<file path="src/rtl/mul_div_unit.sv">
// mul_div_unit: iterative unsigned multiply/divide stage. It runs one radix-2
// iteration per clock and produces a single write-back pulse for the register file.
//
// Ports:
//   CLK, RST      rising-edge clock; synchronous active-high reset
//   Start         request, sampled only while idle
//   Op            00 MUL, 01 MULHU, 10 DIVU, 11 REMU
//   Operand_a     multiplicand / dividend
//   Operand_b     multiplier / divisor
//   Dest_reg      destination register index
//   Busy          high while the unit is not idle
//   Write_enable  one-cycle result strobe; suppressed when the destination is register 0
//   Write_reg     destination index of the last result (held)
//   Write_data    last result (held)
module mul_div_unit #(
   parameter int unsigned DATA_BITS = 32,
   parameter int unsigned ADDR_BITS = 5
) (
   input  logic                 CLK,
   input  logic                 RST,
   input  logic                 Start,
   input  logic [1:0]           Op,
   input  logic [DATA_BITS-1:0] Operand_a,
   input  logic [DATA_BITS-1:0] Operand_b,
   input  logic [ADDR_BITS-1:0] Dest_reg,
   output logic                 Busy,
   output logic                 Write_enable,
   output logic [ADDR_BITS-1:0] Write_reg,
   output logic [DATA_BITS-1:0] Write_data
);

   localparam int unsigned CNT_W = (DATA_BITS > 1) ? $clog2(DATA_BITS) : 1;

   localparam logic [1:0] StIdle = 2'd0;
   localparam logic [1:0] StRun  = 2'd1;
   localparam logic [1:0] StDone = 2'd2;

   localparam logic [1:0] OpMul   = 2'd0;
   localparam logic [1:0] OpMulhu = 2'd1;
   localparam logic [1:0] OpDivu  = 2'd2;
   localparam logic [1:0] OpRemu  = 2'd3;

   logic [1:0]           state_q, state_d;
   logic [CNT_W-1:0]     count_q, count_d;
   logic [1:0]           op_q, op_d;
   logic [ADDR_BITS-1:0] dest_q, dest_d;
   // addend: multiplicand for MUL*, divisor for DIV*.
   logic [DATA_BITS-1:0] addend_q, addend_d;
   // hi: accumulator high half / partial remainder.
   // lo: multiplier bits being consumed / dividend bits shifting into the quotient.
   logic [DATA_BITS-1:0] hi_q, hi_d;
   logic [DATA_BITS-1:0] lo_q, lo_d;
   logic                 we_q, we_d;
   logic [ADDR_BITS-1:0] wreg_q, wreg_d;
   logic [DATA_BITS-1:0] wdata_q, wdata_d;

   // One shift-add step: add the multiplicand when the multiplier LSB is set,
   // then shift the whole 2N-bit accumulator right by one.
   logic [DATA_BITS:0]   mul_sum;
   logic [DATA_BITS-1:0] mul_hi, mul_lo;

   // One restoring-divide step: shift the next dividend bit into the remainder,
   // then keep the difference only if it did not go negative.
   logic [DATA_BITS:0]   div_shift, div_diff;
   logic                 div_ok;
   logic [DATA_BITS-1:0] div_hi, div_lo;

   logic                 last_iter;

   always_comb begin
      mul_sum   = {1'b0, hi_q} + (lo_q[0] ? {1'b0, addend_q} : '0);
      mul_hi    = mul_sum[DATA_BITS:1];
      mul_lo    = {mul_sum[0], lo_q[DATA_BITS-1:1]};

      div_shift = {hi_q, lo_q[DATA_BITS-1]};
      div_diff  = div_shift - {1'b0, addend_q};
      div_ok    = ~div_diff[DATA_BITS];
      div_hi    = div_ok ? div_diff[DATA_BITS-1:0] : div_shift[DATA_BITS-1:0];
      div_lo    = {lo_q[DATA_BITS-2:0], div_ok};

      last_iter = (count_q == CNT_W'(DATA_BITS - 1));
   end

   always_comb begin
      state_d  = state_q;
      count_d  = count_q;
      op_d     = op_q;
      dest_d   = dest_q;
      addend_d = addend_q;
      hi_d     = hi_q;
      lo_d     = lo_q;
      we_d     = we_q;
      wreg_d   = wreg_q;
      wdata_d  = wdata_q;

      case (state_q)
         StIdle: begin
            if (Start) begin
               op_d    = Op;
               dest_d  = Dest_reg;
               count_d = '0;
               if (Op[1] && (Operand_b == '0)) begin
                  // Divide by zero: the result is known now, so skip the iterations.
                  state_d = StDone;
                  wdata_d = (Op == OpDivu) ? '1 : Operand_a;
                  wreg_d  = Dest_reg;
                  we_d    = (Dest_reg != '0);
               end else begin
                  state_d = StRun;
                  hi_d    = '0;
                  if (Op[1]) begin
                     addend_d = Operand_b;
                     lo_d     = Operand_a;
                  end else begin
                     addend_d = Operand_a;
                     lo_d     = Operand_b;
                  end
               end
            end
         end
         StRun: begin
            count_d = count_q + 1'b1;
            if (op_q[1]) begin
               hi_d = div_hi;
               lo_d = div_lo;
            end else begin
               hi_d = mul_hi;
               lo_d = mul_lo;
            end
            if (last_iter) begin
               state_d = StDone;
               wreg_d  = dest_q;
               we_d    = (dest_q != '0);
               case (op_q)
                  OpMul:   wdata_d = mul_lo;
                  OpMulhu: wdata_d = mul_hi;
                  OpDivu:  wdata_d = div_lo;
                  OpRemu:  wdata_d = div_hi;
                  default: wdata_d = mul_lo;
               endcase
            end
         end
         StDone: begin
            we_d    = 1'b0;
            state_d = StIdle;
         end
         default: begin
            we_d    = 1'b0;
            state_d = StIdle;
         end
      endcase
   end

   always_ff @(posedge CLK) begin
      if (RST) begin
         state_q  <= StIdle;
         count_q  <= '0;
         op_q     <= '0;
         dest_q   <= '0;
         addend_q <= '0;
         hi_q     <= '0;
         lo_q     <= '0;
         we_q     <= 1'b0;
         wreg_q   <= '0;
         wdata_q  <= '0;
      end else begin
         state_q  <= state_d;
         count_q  <= count_d;
         op_q     <= op_d;
         dest_q   <= dest_d;
         addend_q <= addend_d;
         hi_q     <= hi_d;
         lo_q     <= lo_d;
         we_q     <= we_d;
         wreg_q   <= wreg_d;
         wdata_q  <= wdata_d;
      end
   end

   assign Busy         = (state_q != StIdle);
   assign Write_enable = we_q;
   assign Write_reg    = wreg_q;
   assign Write_data   = wdata_q;

endmodule

</file>
<file path="config.mk">
export PLATFORM = sky130hd
export DESIGN_NAME = mul_div_unit
export DESIGN_NICKNAME = d
export VERILOG_FILES = /design/src/rtl/mul_div_unit.sv
export SDC_FILE = /design/constraint.sdc
export NUM_CORES = 1
export LEC_CHECK = 0
export ABC_CLOCK_PERIOD_IN_PS = 5350
export BUFFER_PORTS_ARGS = -buffer_cell sky130_fd_sc_hd__buf_2
export CORE_MARGIN = 2
export CORE_UTILIZATION = 40
export DETAILED_ROUTE_END_ITERATION = 10
export PLACE_DENSITY_LB_ADDON = 0.25
export SLEW_MARGIN = 20
export SYNTH_ARGS = -nofsm -noshare
export SYNTH_HDL_FRONTEND = slang
export SYNTH_SLANG_ARGS = --single-unit
</file>
<file path="constraint.sdc">
create_clock -name CLK -period 5.35 [get_ports CLK]
set_input_delay 1.3375 -clock CLK [delete_from_list [all_inputs] [get_ports CLK]]
set_output_delay 1.3375 -clock CLK [all_outputs]
set_load 0.01 [all_outputs]
</file>
==> results by group <==
Placed design
  – DP Worst Slack: 0.635 ns
  – Detail Placement HPWL: 31.6 mm
  – GPL Wtd Cong: 0.924
  – Port bufs: 112

Yosys
  – Post-synth cell types: 72
  – Mapped cell area: around 12000 µm²
  – Synthesis Warnings: 0
  – Area contributors post-synth: dfxtp_1, mux2i_1, ha_1
  – Syn Nets: roughly 1700
  – Yosys top cell area share: 24.8%
  – Post-synth top area cell: dfxtp_1
  – Syn Area/Cell: 7.58 µm²
  – EDFF count, synth: 0
  – Sequential area share after synthesis: 24.8%
  – Synthesized instance count: 1578
  – Register bit total from synthesis: 148
  – Ys async rst share: 0%
  – Ys flop type: dfxtp_1

GRT
  – Total track usage: 27.1%
  – Total congestion overflow: 0
  – Initial antenna violation count: 0
  – First-pass GRT wire length: 66.1 mm
  – Vias in the first global route: about 11000
  – Largest net degree at the start of global routing: 70

Finish
  – Fin util: a little under half
  – Area of the multi-input gates: 8390 µm²
  – Fillers: between 3000 and 4000
  – Sequential cell area: 2960 µm²
  – Most frequent cells in the layout: nor2_1, dfxtp_1, a21oi_1
  – Commonest non-fill, non-tap cell in the layout: nor2_1
  – Share of post-route cells with drive strength above 1: 12.8%
  – Final nets: roughly 1800
  – Area Growth Syn to Fin: 11.6%

Clocking
  – CTS Hold Buffers Added: 0
  – CTS root buf: clkbuf_16
  – CTS resizes: 0
  – Clock sink count: ~150
  – CTS clk-pin slew, worst paths: 0.06 ns
  – CTS tree: yes
  – Setup bufs post-CTS: 0
  – # H-tree levels: 4
  – CTS max path bufs: 2
  – Num CTS Buffers: 17
  – Clock Latency Late Sink: approximately 0.44 ns

Worst setup path
  – R2r startpoint: lo_q[31]$_SDFFE_PP0P_
  – Crit start category: flop
  – Crit path arrival time: 4.78 ns
  – R2R depth: 15
  – Worst setup startpoint: lo_q[31]$_SDFFE_PP0P_
  – Crit end category: flop
  – Required @ worst endpoint: around 5.7 ns
  – Worst R2R End: Write_data[22]$_SDFFE_PP0P_
  – Worst Path Max Fanout: 25
  – Worst reg-to-reg setup slack: 0.87 ns
  – Worst setup path class: flop to flop

STA
  – RSZ-0062 raised after global routing: false
  – Final Setup Violations: 0
  – Max Slew Vio Count: 0
  – Setup ws final: between 0.8 and 0.9 ns
  – Clock skew: 0.00992 ns
  – Period Utilization, post-route: 83.7%
  – Final hold vios: 0
  – Setup TNS: 0 ns
  – Max Fclk: 223 MHz
  – Relative slew slack: 31.8%
  – Measured slew at the worst slew-check pin: 1.02 ns
  – Min cycle time layout: 4.48 ns

Floorplanning
  – Die ar.: roughly 31000 µm²
  – Io pins: around 110
  – Die X: 177 µm
  – Row cnt: 63
  – Core area: 29600 µm²
  – Die Y: 177 µm
  – Starting Density: 40.5%

Route
  – Initial DRC count: approximately 1200
  – Drt wl/cell: 21.3 µm
  – Drt pass-1 iters: 5
  – Final wirelength: 42.9 mm
  – Drt drc: 0
  – DRT antenna net count: 0
  – Number of vias per cell: around 6.1
  – Via count: 12400

Min path
  – Hold path endpoint: dest_q[2]$_SDFFE_PP0P_
  – Hold Crit Class: flop to flop
  – Worst Hold Depth: 2
  – Hold Crit Start: dest_q[2]$_SDFFE_PP0P_

Pwr
  – Leak: 0.00554 µW
  – Power Total: about 3300 µW
  – Peak VDD IR: 0.000214 V
  – PD cells: 246 nW/µm²

Outcome
  – Status: complete, no violations

Run
  – Max Cap Viol: 0
worst max path at each step:
stage	to	slack, ns	cells past startpoint
finish	Write_data[22]$_SDFFE_PP0P_	0.87	15
floorplan	Write_data[3]$_SDFFE_PP0P_	1.84	11
detailed placement	Write_data[7]$_SDFFE_PP0P_	0.63	10
global placement	Write_data[13]$_SDFFE_PP0P_	0.67	10
CTS	Write_data[23]$_SDFFE_PP0P_	0.91	15
global route	Write_data[23]$_SDFFE_PP0P_	0.62	15
layout make-up:
cell class                      instances  share of cell area, %
Multi-Input combinational cell       1261                   62.8
Sequential cell                       148                   22.2
Timing Repair Buffer                  136                   5.58
Tap cell                              390                   3.65
Clock buffer                           19                   3.32
Inverter                               51                   1.43
Clock inverter                         13                   1.01
Antenna cell                            1                 0.0187
Yosys cell counts, types with 3 or more instances:
master and number:
nor2_1 167, dfxtp_1 148, a21oi_1 146, nand2_1 143, a211oi_1 99, clkbuf_1 98
mux2i_1 85, o21ai_0 81, ha_1 66, and2_1 63, inv_1 51, nor3_1 37
xnor2_1 37, a21o_1 31, mux2_2 19, o211ai_1 18, buf_1 17, xor2_1 17
nand3_1 16, o21a_1 16, o221ai_1 15, a31oi_1 14, a311oi_1 13, nor2b_1 13
o21bai_1 12, o22ai_1 12, nor4_1 11, a22o_1 10, nand4_1 9, o31a_1 8
o41ai_1 8, a211o_1 7, nand2b_1 7, o31ai_1 7, and3_1 6, a2111oi_0 4
a21boi_0 4, and4_1 4, o2111ai_1 4, o211a_1 4, a31o_2 3, a32o_1 3
a41oi_1 3, o2bb2ai_1 3
logic make-up (layout without fill, tap and decap cells):
group / count (synthesis) / in the layout / synth area share [%]
compound gates: 545 / 545 / 30.7
xor+xnor: 55 / 55 / 4.18
fa+ha+maj: 68 / 68 / 7.24
buf+inv: 169 / 219 / 5.46
flops: 148 / 148 / 24.8
mux: 104 / 104 / 8.90
other cells: 0 / 1 / 0
simple gates: 489 / 489 / 18.7
per-layer routing:
| layer | GRT usage [%] | vias up | share of wire, % | routed length (µm) |
|---|---|---|---|---|
| li1 | - | 5877 | - | - |
| met1 | 40.5 | 5948 | 47 | 20300 |
| met2 | 39.8 | 503 | 42 | 18200 |
| met3 | 4.79 | 51 | 8.4 | 3610 |
| met4 | 7.09 | 0 | 2.0 | 848 |
| met5 | 0 | - | 0 | 0 |
power breakdown:
part | internal, µW | switching (µW) | leakage (µW)
Sequential | 1160 | 87.2 | 0.00121
Clock | 696 | 505 | 0.000271
Combinational | 312 | 531 | 0.00406
critical path, stage by stage, from the launching register on:
cell	delay [ns]
dfxtp_1	0.38
inv_1	0.11
ha_1	0.22
inv_1	0.08
fa_1	0.24
a211oi_1	0.11
o211a_1	0.29
o31ai_2	0.26
a21oi_2	0.13
o31ai_4	0.45
a31oi_4	0.20
xnor2_4	0.70
buf_4	0.36
mux2_2	0.38
a21oi_1	0.29
o21ai_0	0.13
metrics by stage:
stage | cell area, µm² | hold slack [ns] | std cells
floorplan | 12000 | 0.449 | 1578
global placement | 12800 | 0.457 | 1986
detailed placement | 12800 | 0.469 | 1986
CTS | 13400 | 0.479 | 2018
global route | 13400 | 0.504 | 2018
finish | 13400 | 0.476 | 2019
No activity file was read; power rests on OpenSTA's default activity.
